==> src/rtl/muldiv_pkg.sv <==
// Shared definitions for the M-extension issue controller.
//   XLEN          default operand/result width
//   op_e          funct3 encoding of the eight M-extension ops
//   state_e       issue FSM states
//   result_is_hi  true when the op returns the hi half (high product or remainder)
package muldiv_pkg;

    localparam int XLEN = 32;

    typedef enum logic [2:0] {
        OP_MUL    = 3'd0,
        OP_MULH   = 3'd1,
        OP_MULHSU = 3'd2,
        OP_MULHU  = 3'd3,
        OP_DIV    = 3'd4,
        OP_DIVU   = 3'd5,
        OP_REM    = 3'd6,
        OP_REMU   = 3'd7
    } op_e;

    typedef enum logic [2:0] {
        S_IDLE,
        S_ISSUE,
        S_WAIT,
        S_RESP,
        S_DRAIN
    } state_e;

    // The unit returns {hi,lo} = product or {remainder, quotient}.
    function automatic logic result_is_hi(op_e op);
        return !(op inside {OP_MUL, OP_DIV, OP_DIVU});
    endfunction

endpackage

==> src/rtl/muldiv_sign_fix.sv <==
// Combinational conditional negation for the M-extension datapath.
// Used twice: on the operands (hi=rs1, lo=rs2, wide=0) it yields magnitudes;
// on the unit results it applies the sign correction, either to the whole
// 2*XLEN product (wide=1) or separately to remainder (hi) and quotient (lo).
//   hi_in, lo_in    in   XLEN  values to fix
//   wide            in   1     negate {hi,lo} as one number under neg_hi
//   neg_hi, neg_lo  in   1     negate enables (neg_lo unused when wide=1)
//   hi_out, lo_out  out  XLEN  corrected values
module muldiv_sign_fix #(
    parameter int XLEN = muldiv_pkg::XLEN
) (
    input  logic [XLEN-1:0] hi_in,
    input  logic [XLEN-1:0] lo_in,
    input  logic            wide,
    input  logic            neg_hi,
    input  logic            neg_lo,
    output logic [XLEN-1:0] hi_out,
    output logic [XLEN-1:0] lo_out
);

    logic [2*XLEN-1:0] wide_v;

    always_comb begin
        wide_v = neg_hi ? -{hi_in, lo_in} : {hi_in, lo_in};
        if (wide) begin
            {hi_out, lo_out} = wide_v;
        end else begin
            hi_out = neg_hi ? -hi_in : hi_in;
            lo_out = neg_lo ? -lo_in : lo_in;
        end
    end

endmodule

==> src/rtl/muldiv_issue.sv <==
// Issue/response controller between the EX stage and an iterative
// shift/add-subtract multiply/divide unit. Handles the divide special cases
// locally, caches the last unit result (keyed on magnitudes and mul/div)
// and applies sign correction to unit results.
//   Clk, Reset                in   clock, synchronous active-high reset
//   req_valid, funct3         in   request and M-extension op
//   rs1_data, rs2_data        in   operands, stable while req_valid
//   kill                      in   abandon the current request
//   stall                     out  freeze the pipeline
//   result, result_valid      out  rd value and its one-cycle strobe
//   unit_execute              out  one-cycle start pulse to the unit
//   unit_a, unit_b, unit_div  out  unsigned magnitudes and mul/div select
//   unit_ready                in   unit done (level, cleared by unit_execute)
//   unit_hi, unit_lo          in   {hi,lo} product or {remainder, quotient}
module muldiv_issue #(
    parameter int XLEN = muldiv_pkg::XLEN
) (
    input  logic            Clk,
    input  logic            Reset,
    input  logic            req_valid,
    input  logic [2:0]      funct3,
    input  logic [XLEN-1:0] rs1_data,
    input  logic [XLEN-1:0] rs2_data,
    input  logic            kill,
    output logic            stall,
    output logic [XLEN-1:0] result,
    output logic            result_valid,
    output logic            unit_execute,
    output logic [XLEN-1:0] unit_a,
    output logic [XLEN-1:0] unit_b,
    output logic            unit_div,
    input  logic            unit_ready,
    input  logic [XLEN-1:0] unit_hi,
    input  logic [XLEN-1:0] unit_lo
);
    import muldiv_pkg::*;

    localparam logic [XLEN-1:0] INT_MIN  = {1'b1, {(XLEN-1){1'b0}}};
    localparam logic [XLEN-1:0] ALL_ONES = '1;

    state_e          state_q, state_d;
    logic            first_q, first_d;
    op_e             op_q, op_d;
    logic            a_neg_q, a_neg_d, b_neg_q, b_neg_d;
    logic [XLEN-1:0] unit_a_q, unit_a_d, unit_b_q, unit_b_d;
    logic            unit_div_q, unit_div_d;
    logic [XLEN-1:0] result_q, result_d;
    logic            cache_v_q, cache_v_d;
    logic [XLEN-1:0] cache_hi_q, cache_hi_d, cache_lo_q, cache_lo_d;
    logic [XLEN-1:0] cache_a_q, cache_a_d, cache_b_q, cache_b_d;
    logic            cache_div_q, cache_div_d;

    op_e             req_op;
    logic            req_div, a_signed, b_signed, req_a_neg, req_b_neg;
    logic            div_zero, div_ovf, cache_hit;
    logic [XLEN-1:0] mag_a, mag_b;

    logic            in_idle, fix_div, fix_a_neg, fix_b_neg;
    op_e             fix_op;
    logic [XLEN-1:0] raw_hi, raw_lo, fix_hi, fix_lo, fix_result;

    always_comb begin
        req_op    = op_e'(funct3);
        req_div   = funct3[2];
        a_signed  = req_op inside {OP_MULH, OP_MULHSU, OP_DIV, OP_REM};
        b_signed  = req_op inside {OP_MULH, OP_DIV, OP_REM};
        req_a_neg = a_signed & rs1_data[XLEN-1];
        req_b_neg = b_signed & rs2_data[XLEN-1];
        div_zero  = req_div && (rs2_data == '0);
        div_ovf   = (req_op inside {OP_DIV, OP_REM}) && (rs1_data == INT_MIN)
                    && (rs2_data == ALL_ONES);
        cache_hit = cache_v_q && (cache_div_q == req_div)
                    && (cache_a_q == mag_a) && (cache_b_q == mag_b);
    end

    muldiv_sign_fix #(.XLEN(XLEN)) u_opnd_fix (
        .hi_in  (rs1_data),
        .lo_in  (rs2_data),
        .wide   (1'b0),
        .neg_hi (req_a_neg),
        .neg_lo (req_b_neg),
        .hi_out (mag_a),
        .lo_out (mag_b)
    );

    // A cache hit is resolved in IDLE with the live request's signs; a unit
    // result is resolved in WAIT with the signs latched at acceptance.
    always_comb begin
        in_idle   = (state_q == S_IDLE);
        fix_op    = in_idle ? req_op    : op_q;
        fix_div   = in_idle ? req_div   : unit_div_q;
        fix_a_neg = in_idle ? req_a_neg : a_neg_q;
        fix_b_neg = in_idle ? req_b_neg : b_neg_q;
        raw_hi    = in_idle ? cache_hi_q : unit_hi;
        raw_lo    = in_idle ? cache_lo_q : unit_lo;
    end

    // Remainder follows the dividend; product and quotient follow sign XOR.
    muldiv_sign_fix #(.XLEN(XLEN)) u_res_fix (
        .hi_in  (raw_hi),
        .lo_in  (raw_lo),
        .wide   (~fix_div),
        .neg_hi (fix_div ? fix_a_neg : (fix_a_neg ^ fix_b_neg)),
        .neg_lo (fix_a_neg ^ fix_b_neg),
        .hi_out (fix_hi),
        .lo_out (fix_lo)
    );

    assign fix_result = result_is_hi(fix_op) ? fix_hi : fix_lo;

    always_comb begin
        state_d     = state_q;
        first_d     = 1'b0;
        op_d        = op_q;
        a_neg_d     = a_neg_q;
        b_neg_d     = b_neg_q;
        unit_a_d    = unit_a_q;
        unit_b_d    = unit_b_q;
        unit_div_d  = unit_div_q;
        result_d    = result_q;
        cache_v_d   = cache_v_q;
        cache_hi_d  = cache_hi_q;
        cache_lo_d  = cache_lo_q;
        cache_a_d   = cache_a_q;
        cache_b_d   = cache_b_q;
        cache_div_d = cache_div_q;
        case (state_q)
            S_IDLE: begin
                if (req_valid && !kill) begin
                    if (div_zero) begin
                        result_d = result_is_hi(req_op) ? rs1_data : ALL_ONES;
                        state_d  = S_RESP;
                    end else if (div_ovf) begin
                        result_d = result_is_hi(req_op) ? '0 : INT_MIN;
                        state_d  = S_RESP;
                    end else if (cache_hit) begin
                        result_d = fix_result;
                        state_d  = S_RESP;
                    end else begin
                        unit_a_d   = mag_a;
                        unit_b_d   = mag_b;
                        unit_div_d = req_div;
                        op_d       = req_op;
                        a_neg_d    = req_a_neg;
                        b_neg_d    = req_b_neg;
                        state_d    = S_ISSUE;
                    end
                end
            end
            S_ISSUE: begin
                state_d = kill ? S_DRAIN : S_WAIT;
                first_d = 1'b1;
            end
            S_WAIT: begin
                // unit_ready is stale from the previous op in the first cycle.
                if (kill) begin
                    state_d = S_DRAIN;
                    first_d = 1'b1;
                end else if (!first_q && unit_ready) begin
                    result_d    = fix_result;
                    cache_v_d   = 1'b1;
                    cache_hi_d  = unit_hi;
                    cache_lo_d  = unit_lo;
                    cache_a_d   = unit_a_q;
                    cache_b_d   = unit_b_q;
                    cache_div_d = unit_div_q;
                    state_d     = S_RESP;
                end
            end
            S_RESP:  state_d = S_IDLE;
            S_DRAIN: begin
                if (!first_q && unit_ready) begin
                    state_d = S_IDLE;
                end
            end
            default: state_d = S_IDLE;
        endcase
    end

    always_ff @(posedge Clk) begin
        if (Reset) begin
            state_q    <= S_IDLE;
            first_q    <= 1'b0;
            cache_v_q  <= 1'b0;
            result_q   <= '0;
            unit_a_q   <= '0;
            unit_b_q   <= '0;
            unit_div_q <= 1'b0;
        end else begin
            state_q    <= state_d;
            first_q    <= first_d;
            cache_v_q  <= cache_v_d;
            result_q   <= result_d;
            unit_a_q   <= unit_a_d;
            unit_b_q   <= unit_b_d;
            unit_div_q <= unit_div_d;
        end
    end

    // Data-only state; meaningless while cache_v_q / the FSM say so.
    always_ff @(posedge Clk) begin
        op_q        <= op_d;
        a_neg_q     <= a_neg_d;
        b_neg_q     <= b_neg_d;
        cache_hi_q  <= cache_hi_d;
        cache_lo_q  <= cache_lo_d;
        cache_a_q   <= cache_a_d;
        cache_b_q   <= cache_b_d;
        cache_div_q <= cache_div_d;
    end

    assign result_valid = (state_q == S_RESP) && !kill;
    assign stall        = req_valid && !result_valid && !kill && !Reset;
    assign unit_execute = (state_q == S_ISSUE);
    assign result       = result_q;
    assign unit_a       = unit_a_q;
    assign unit_b       = unit_b_q;
    assign unit_div     = unit_div_q;

endmodule
==> config.mk <==
export PLATFORM = sky130hd
export DESIGN_NAME = muldiv_issue
export DESIGN_NICKNAME = d
export VERILOG_FILES = /design/src/rtl/muldiv_pkg.sv /design/src/rtl/muldiv_sign_fix.sv /design/src/rtl/muldiv_issue.sv
export SDC_FILE = /design/constraint.sdc
export NUM_CORES = 1
export LEC_CHECK = 0
export BUFFER_PORTS_ARGS = -buffer_cell sky130_fd_sc_hd__buf_2
export CORE_MARGIN = 2
export CORE_UTILIZATION = 50
export CTS_CLUSTER_DIAMETER = 120
export DETAILED_ROUTE_END_ITERATION = 16
export PLACE_DENSITY = 0.8
export SYNTH_ARGS = -nofsm -noshare
export SYNTH_HDL_FRONTEND = slang
export SYNTH_SLANG_ARGS = --single-unit
==> constraint.sdc <==
create_clock -name Clk -period 5.9 [get_ports Clk]
set_input_delay 0.295 -clock Clk [delete_from_list [all_inputs] [get_ports Clk]]
set_output_delay 0.295 -clock Clk [all_outputs]
set_load 0.05 [all_outputs]
==> results.yml, run 1 <==
worst_setup_path:
  slowest_delay_ps: 550
  crit_arrival_ps: 5410
  worst_path_max_delay_cell: "a21boi_0"
  critical_path.startpoint_type: "flip-flop"
  reg2reg_to: "result[26]$_SDFFE_PP0P_"
  required_ps: 6310
  r2r-start: "state_q[1]$_SDFFE_PP0P_"
  r2r_setup_slack_ps: 900
  critPathMaxFanout: 13
  cp-end-kind: "flip-flop"
  reg2reg_depth: 14
  crit_type: "flip-flop to flip-flop"
  cp_cell_sequence: "nor3_2 -> mux2i_1 -> ha_1 -> nor3b_1 -> nand4_1 -> a21boi_0 -> nor4b_1 -> o211ai_1 -> or2_2 -> o21ai_0 -> xnor2_1 -> o221ai_1 -> a21oi_1 -> a211oi_2"
placement:
  dp_slack_ps: 757
  routabilityCongestion: 1.01
  dpl-instance-area_sq_mm: 0.0168
  portBuffers: 235
  hpwl_microns: 42300
timing:
  finalWorstSetupSlack_ps: 898
  setup-violations-final: 0
  max_slew.worst_pin.slew_ps: 1070
  slew_headroom: 0.283
  rsz0062_at_grt: "false"
  hold_viol_final: 0
  min_period_ps: 5000
  slew_viol_final: 0
  fmax_mhz: 200
  fin_crit_sh: 0.848
  tns_ps: 0
  fin_skew_ps: 26.6
yosys:
  ys.flop_type: "edfxtp_1"
  synth_commonest_cells: "nor2_1 (183), edfxtp_1 (134), nand2_1 (119)"
  ys_ff_latch: 236
  yosysWarningCount: 0
  yosys.area.top_type: "edfxtp_1"
  synth_most_common_cell: "nor2_1"
  synth-seq-area-share: 0.393
  synth_enable_flop_cells: 134
  netlist_area_sq_mm: 0.0154
  synth_top_cell_area_share: 0.261
  synth_area_leaders: "edfxtp_1 (26%), dfxtp_1 (13%), xnor2_1 (5.9%), mux2i_1 (5.6%), nor2_1 (4.5%)"
  syn_area_per_cell_sq_um: 8.93
  synth_cell_types: 77
  syn_inst: 1727
  synthArstFlopShare: 0
  synth_nets: 1868
finish:
  layout.nets: 2090
  area_growth_pct: 18.7
  seqCellArea_sq_mm: 0.00607
  filler_cell_count: 2602
  multi_input_area_sq_mm: 0.00863
  drive_gt1_frac: 0.189
  final_area_sq_mm: 0.0183
power_and_ir_drop:
  ir_worst_vdd_uv: 259
  leakage_nw: 6.88
  power_density_mw_per_mm2: 258
drt:
  postRouteAntennaNets: 0
  viasPerCell: 6.43
  drc: 0
  drtIter0Drc: 1773
  drt_pass1_iterations: 6
  routedWlPerCell_microns: 24.4
  vias: 15200
  drt-total-wl_microns: 57800
die:
  num_rows: 64
  dieHeight_microns: 180
  start_util: 0.505
  die-area_sq_mm: 0.0323
  die_w_microns: 180
  core_area_sq_mm: 0.0305
  ioPinCount: 236
grt:
  grt_pass1_wl_microns: 88100
  grt.overflow.total: 0
  grtUsageTotal: 0.347
  antenna_found_initial: 3
  grt_pass1_vias: 14700
  grt_start_max_net_pins: 73
run_status:
  status: "finished clean"
flow_run:
  maxCapViolations: 0
clock_network:
  cts_sinks: 236
  cts-root-buf: "clkbuf_16"
  clk_latency_ps: 570
  clk_path_buf_depth: 3
  cts.repair.resized: 0
  cts_max_level: 1
  clk_pin_slew_ps: 60
  cts_buffers: 27
  cts_tree: "yes"
worst_hold_path:
  hp-start: "unit_lo[9]"
  min_to: "cache_lo_q[9]$_DFFE_PP_"
  hold_depth: 1
  hp-class: "input port to flip-flop"
layer usage:
metal | global-route usage | up-vias | wire [microns]
met3 | 0.0541 | 172 | 5780
li1 | - | 6857 | -
met1 | 0.477 | 7256 | 23600
met5 | 0 | - | 13
met4 | 0.135 | 2 | 2610
met2 | 0.550 | 948 | 25900
worst max path at each step:
| stage | from | endpoint | slack (ps) | cells after the start |
|---|---|---|---|---|
| after global routing | state_q[1]$_SDFFE_PP0P_ | result[26]$_SDFFE_PP0P_ | 700 | 14 |
| after detailed placement | funct3[2] | result[1]$_SDFFE_PP0P_ | 760 | 13 |
| after global placement | funct3[2] | result[1]$_SDFFE_PP0P_ | 940 | 13 |
| after floorplan | state_q[2]$_SDFFE_PP0P_ | result[26]$_SDFFE_PP0P_ | 480 | 19 |
| final | state_q[1]$_SDFFE_PP0P_ | result[26]$_SDFFE_PP0P_ | 900 | 14 |
| after CTS | state_q[1]$_SDFFE_PP0P_ | result[26]$_SDFFE_PP0P_ | 1140 | 14 |
where the power goes:
group | internal, mW | total (mW) | switching, mW
Clock | 0.955 | 1.69 | 0.736
Sequential | 1.79 | 1.84 | 0.0455
Combinational | 0.405 | 1.18 | 0.779
Total | 3.16 | 4.72 | 1.56
per-stage QoR:
stage / hold slack [ps] / std cells / utilization / total power [mW]
floorplan: 394 / 1727 / - / 2.66
global placement: 433 / 2255 / 0.551 / 2.98
detailed placement: 444 / 2255 / 0.551 / 2.99
CTS: 5.34 / 2365 / 0.599 / 4.69
global route: 3.23 / 2366 / 0.599 / 4.87
finish: 7.31 / 2369 / 0.600 / 4.72
state kept, by name, summed over array words and instances, names as in the netlist, 3 cells and up:
name	flops
result	32
cache_lo_q	32
unit_a	32
unit_b	32
cache_hi_q	32
state_q	3
cache_a_q	32
cache_b_q	32
op_q	3
worst max-delay path: cells and delay by family (launching register included):
family | cells | cell delay, ps
compound gates | 6 | 1600
xor+xnor | 1 | 170
fa+ha+maj | 1 | 300
flops | 1 | 450
mux | 1 | 470
simple gates | 5 | 1870
kinds of logic after synthesis:
logic type | after synthesis | synth area share
buf+inv | 186 | 0.0483
compound gates | 383 | 0.176
simple gates | 647 | 0.213
flops | 236 | 0.393
mux | 93 | 0.0609
fa+ha+maj | 5 | 0.00406
xor+xnor | 177 | 0.104
what timing repair did:
item,4_1_cts,5_1_grt
endpoints found under the hold margin,61,0
buffers inserted,0,0
hold buffers,61,0
cells in the final DEF (no fill, tap or decap), types with 50 or more instances in the layout:
master	n
nor2_1	183
o21ai_0	56
dlygate4sd3_1	61
buf_2	234
nor3_1	84
xnor2_1	103
dfxtp_1	102
a21oi_1	91
nor4_1	51
edfxtp_1	134
inv_1	50
xor2_1	70
nand2_1	119
mux2i_1	87
a211oi_1	51
layout make-up:
class,instances,area share
multi-input combinational,1305,0.472
sequential,236,0.332
timing repair buffer,327,0.111
clock buffer,31,0.0389
tap,396,0.0271
inverter,52,0.0108
clock inverter,18,0.00889
antenna,4,0.000547
(Power assumes the default switching activity.)
==> inputs of run 2 (changes only) <==
- ABC_AREA: not set -> 1
- PLACE_DENSITY: 0.8 -> 0.82
- clock period: 5.9 -> 4.5 ns (I/O delays scaled with it)
==> results.yml, run 2 <==
run_status:
  status: "finished clean"
grt:
  grt_pass1_wl_microns: 86100
  grt_pass1_vias: 16400
  grt.overflow.total: 0
  grt_start_max_net_pins: 108
  grtUsageTotal: 0.326
  antenna_found_initial: 3
yosys:
  synth_nets: 2628
  synthArstFlopShare: 0
  synth-seq-area-share: 0.383
  yosys.area.top_type: "edfxtp_1"
  synth_commonest_cells: "nand2_1 (844), nor2_1 (377), inv_1 (327)"
  synth_enable_flop_cells: 134
  yosysWarningCount: 0
  synth_cell_types: 47
  ys_ff_latch: 236
  synth_area_leaders: "edfxtp_1 (25%), nand2_1 (20%), dfxtp_1 (13%), nor2_1 (8.9%), inv_1 (7.7%)"
  synth_most_common_cell: "nand2_1"
  synth_top_cell_area_share: 0.254
  netlist_area_sq_mm: 0.0159
  syn_inst: 2487
  syn_area_per_cell_sq_um: 6.38
  ys.flop_type: "edfxtp_1"
placement:
  portBuffers: 235
  dpl-instance-area_sq_mm: 0.0174
  routabilityCongestion: 1.07
  hpwl_microns: 40800
  placed_cells: 3078
worst_setup_path:
  required_ps: 5010
  crit_arrival_ps: 4680
  cp_top_family: "simple AND/OR/NAND/NOR gates"
  cp_common_cell: "nand2_1"
  slowest_delay_ps: 560
  critPathMaxFanout: 30
  cp_cell_sequence: "dlygate4sd3_1 -> buf_2 -> inv_2 -> nand3_2 -> nand2_1 -> nand2_1 -> inv_2 -> buf_4 -> nand3_1 -> and2_1 -> nand2_1 -> nand2_1 -> nor2_1 -> nand2_1 -> nor2_1 -> nand3_1 -> nor2_1 -> nand2_2 -> nand3_2 -> nand2_1 -> buf_4 -> inv_2 -> nor2_1 -> nor2_1"
  crit_type: "input port to flip-flop"
  worst_path_max_delay_cell: "dlygate4sd3_1"
  critical_path.startpoint_type: "input port"
  cp-end-kind: "flip-flop"
  critPathBufInv: 7
finish:
  fin_util: 0.608
  layout.nets: 2918
  final_area_sq_mm: 0.0191
  drive_gt1_frac: 0.124
  final_cell_mix: "nand2_1 (844), nor2_1 (377), inv_1 (325)"
  instances_no_fill: 3203
  area_growth_pct: 20.3
  layout_commonest_cell: "nand2_1"
power_and_ir_drop:
  pwr-share-clk: 0.176
  switchingPower_mw: 6.86
  p_comb_frac: 0.594
  leakage_nw: 9.48
  seq_power_share: 0.230
  power_density_mw_per_mm2: 685
  p_int_mw: 6.20
  ir_worst_vdd_uv: 504
  p_sw_frac: 0.525
timing:
  setup-violations-final: 0
  slew_viol_final: 0
  hold_viol_final: 0
  min_period_ps: 4170
  fmax_mhz: 240
  rsz0062_at_grt: "false"
  max_slew.worst_pin.slew_ps: 1090
  fin_crit_sh: 0.926
  slew_headroom: 0.272
  fin_skew_ps: 23.7
drt:
  drt_pass1_iterations: 6
  drt-total-wl_microns: 55300
  drtIter0Drc: 1982
  postRouteAntennaNets: 0
  vias: 17600
  viasPerCell: 5.49
  drc: 0
  routedWlPerCell_microns: 17.3
flow_run:
  maxCapViolations: 0
clock_network:
  cts_max_level: 1
  post-cts-setup-buffers: 0
  clk_path_buf_depth: 3
  cts_buffers: 28
  clk_pin_slew_ps: 60
  clk_latency_ps: 570
  cts.repair.resized: 0
  cts-root-buf: "clkbuf_16"
  cts_sinks: 236
  cts_tree: "yes"
  cts_hold_buf: 71
worst_hold_path:
  hp-class: "input port to flip-flop"
die:
  die-area_sq_mm: 0.0332
  core_area_sq_mm: 0.0314
  dieHeight_microns: 182
  ioPinCount: 236
  num_rows: 65
  die_w_microns: 182
  start_util: 0.505
-- run 2: changes by cell type in the layout (fill, tap and decap cells not counted), moves of 51 or more --
cell | previous run | this run
xnor2_1 | 103 | 8
inv_1 | 50 | 325
nor2_1 | 183 | 377
nand2_1 | 119 | 844
nor3_1 | 84 | 28
nand3_1 | 33 | 202
mux2i_1 | 87 | 2
a211oi_1 | 51 | 0
-- run 2: tightest hold or removal path, delay by kind of cell --
| kind | cells | cell delay, ps |
|---|---|---|
| buffers and inverters | 1 | 130 |
| and+or+nand+nor | 2 | 180 |
| AOI/OAI and AO/OA | 1 | 70 |
-- run 2: power groups by stage --
stage               Sequential (mW)  Clock (mW)  Combinational [mW]
global route                   3.04        2.40                8.46
finish                         3.01        2.30                7.75
global placement               3.02           0                7.34
detailed placement             3.03           0                7.44
CTS                            2.99        2.31                7.54
floorplan                      3.80           0                4.63
-- run 2: per-stage QoR --
step	hold slack, ps	setup WS, ps	setup TNS [ps]	power (mW)
global route	80.4	43.3	0	13.9
floorplan	292	-851	-110420	8.44
CTS	64.5	441	0	12.8
finish	84.3	331	0	13.1
global placement	418	605	0	10.4
detailed placement	417	461	0	10.5
-- run 2: cell families (layout without fill, tap and decap cells) --
logic type,Yosys count,after routing,synth area share
flip-flops,236,236,0.383
AO/OA/AOI/OAI,238,238,0.0795
multiplexers,2,2,0.00126
other,0,3,0
buffers and inverters,414,725,0.107
adder cells (fa/ha/maj),5,5,0.00395
XOR/XNOR,28,28,0.0155
AND/OR/NAND/NOR,1564,1564,0.411
-- run 2: routing by layer --
layer  up-vias  GRT usage  routed length (microns)
li1       8474          -                        -
met1      7991      0.444                    22700
met2       952      0.507                    23900
met3       175     0.0521                     5610
met4         0      0.162                     3100
met5         -          0                        0
-- run 2: path summary, 6_finish.rpt --
| kind | start | end | slack (ps) | cells past startpoint |
|---|---|---|---|---|
| max reg2reg | state_q[0]$_SDFFE_PP0P_ | result[19]$_SDFFE_PP0P_ | 720 | 17 |
| min | rs2_data[11] | unit_b[11]$_SDFFE_PP0P_ | 80 | 4 |
| max | funct3[2] | result[17]$_SDFFE_PP0P_ | 330 | 24 |
| min reg2reg | unit_b[22]$_SDFFE_PP0P_ | cache_b_q[22]$_DFFE_PP_ | 450 | 0 |
-- run 2: layout make-up --
type / instances / area, sq um
Antenna cell: 3 / 7.51
Clock buffer: 35 / 737
Clock inverter: 16 / 175
Fill cell: 2856 / 12300
Inverter: 334 / 1250
Multi-Input combinational cell: 1837 / 8140
Sequential cell: 236 / 6070
Tap cell: 402 / 503
Timing Repair Buffer: 340 / 2190
==> inputs of run 3 (changes only) <==
- ABC_AREA: 1 -> not set
==> results.yml, run 3 (synthesized netlist as in run 1, its figures left out) <==
grt:
  grt.overflow.total: 0
  grt_start_max_net_pins: 72
  grt_pass1_wl_microns: 94400
  grtUsageTotal: 0.379
  antenna_found_initial: 9
  grt_pass1_vias: 15300
finish:
  final_cell_mix: "buf_2 (234), nor2_1 (183), edfxtp_1 (134)"
  layout.nets: 2177
  layout_commonest_cell: "buf_2"
  drive_gt1_frac: 0.224
  multi_input_area_sq_mm: 0.00864
  filler_cell_count: 2538
  seqCellArea_sq_mm: 0.00607
  area_growth_pct: 24.1
worst_hold_path:
  hp-class: "input port to flip-flop"
die:
  num_rows: 64
  dieHeight_microns: 180
  die-area_sq_mm: 0.0323
  die_w_microns: 180
  core_area_sq_mm: 0.0305
  start_util: 0.505
  ioPinCount: 236
drt:
  drt-total-wl_microns: 63700
  drtIter0Drc: 2285
  drc: 0
  routedWlPerCell_microns: 25.9
  viasPerCell: 6.54
  postRouteAntennaNets: 0
  vias: 16100
  drt_pass1_iterations: 6
timing:
  rsz0062_at_grt: "false"
  tns_ps: 0
  slew_viol_final: 0
  fin_crit_sh: 0.950
  min_period_ps: 4280
  fmax_mhz: 234
  setup-violations-final: 0
  max_slew.worst_pin.slew_ps: 950
  fin_skew_ps: 16.2
  slew_headroom: 0.361
  hold_viol_final: 0
  hold_ws_ps: 35.2
clock_network:
  cts_tree: "yes"
  cts_buffers: 28
  clk_path_buf_depth: 3
  cts_max_level: 1
  cts_sinks: 236
  cts-root-buf: "clkbuf_16"
  clk_pin_slew_ps: 60
  clk_latency_ps: 570
worst_setup_path:
  required_ps: 4900
  critical_path.startpoint_type: "flip-flop"
  crit_type: "flip-flop to flip-flop"
  crit_arrival_ps: 4680
  cp-end-kind: "flip-flop"
  critPathMaxFanout: 49
placement:
  portBuffers: 235
  routabilityCongestion: 1.04
  hpwl_microns: 46600
power_and_ir_drop:
  power_density_mw_per_mm2: 339
  ir_worst_vdd_uv: 306
  power_mw: 6.50
  leakage_nw: 7.38
flow_run:
  maxCapViolations: 0
run_status:
  status: "finished clean"
==> run 3: per-stage QoR <==
| step | util | setup slack [ps] | cell area [sq um] | cells |
|---|---|---|---|---|
| floorplan | - | 7.10 | 15400 | 1727 |
| global placement | 0.574 | 105 | 17500 | 2337 |
| detailed placement | 0.574 | 81.3 | 17500 | 2337 |
| CTS | 0.627 | 336 | 19100 | 2454 |
| global route | 0.627 | 52.6 | 19100 | 2454 |
| finish | 0.627 | 224 | 19100 | 2457 |
==> run 3: report_power, final <==
| group | internal (mW) | leakage, nW | switching, mW | total (mW) |
|---|---|---|---|---|
| combinational | 0.583 | 4.83 | 1.10 | 1.68 |
| sequential | 2.35 | 2.07 | 0.0594 | 2.41 |
| clock | 1.42 | 0.487 | 0.974 | 2.40 |
==> run 3: critical path, stage by stage (launching register included) <==
cell and delay, ps:
dfxtp_1 380, nor3_4 420, buf_4 610, and3_1 340, o21ai_0 150, o41ai_1 420
buf_4 210, nand3_1 150, or4_1 530, o21ai_0 210, xnor2_1 250, o21ai_0 160
a21oi_1 200, a211oi_2 70
==> run 3: path summary, 6_finish.rpt <==
kind                      startpoint                      end  cells after the start  slack [ps]
min                      rs2_data[0]   unit_b[0]$_SDFFE_PP0P_                      3          40
max          state_q[2]$_SDFFE_PP0P_  result[19]$_SDFFE_PP0P_                     13         220
min reg2reg   unit_a[7]$_SDFFE_PP0P_   cache_a_q[7]$_DFFE_PP_                      0         460
max reg2reg  state_q[2]$_SDFFE_PP0P_  result[19]$_SDFFE_PP0P_                     13         220
==> run 3: timing repair <==
action	CTS	global route
resized for setup	0	1
endpoints found under the setup margin	0	2
endpoints found under the hold margin	65	0
hold buffers	65	0
buffers inserted	0	0
==> run 3: layer usage <==
layer	GRT usage	up-vias	routed length, microns
li1	-	7034	-
met1	0.505	7611	24900
met2	0.589	1207	28300
met3	0.106	203	7870
met4	0.136	4	2600
met5	0	-	31
==> run 3: layout make-up <==
type | instances | share of cell area
Clock inverter | 15 | 0.00726
Clock buffer | 37 | 0.0438
Tap cell | 396 | 0.0259
Inverter | 52 | 0.0103
Antenna cell | 3 | 0.000392
Sequential cell | 236 | 0.317
Multi-Input combinational cell | 1305 | 0.451
Timing Repair Buffer | 413 | 0.144
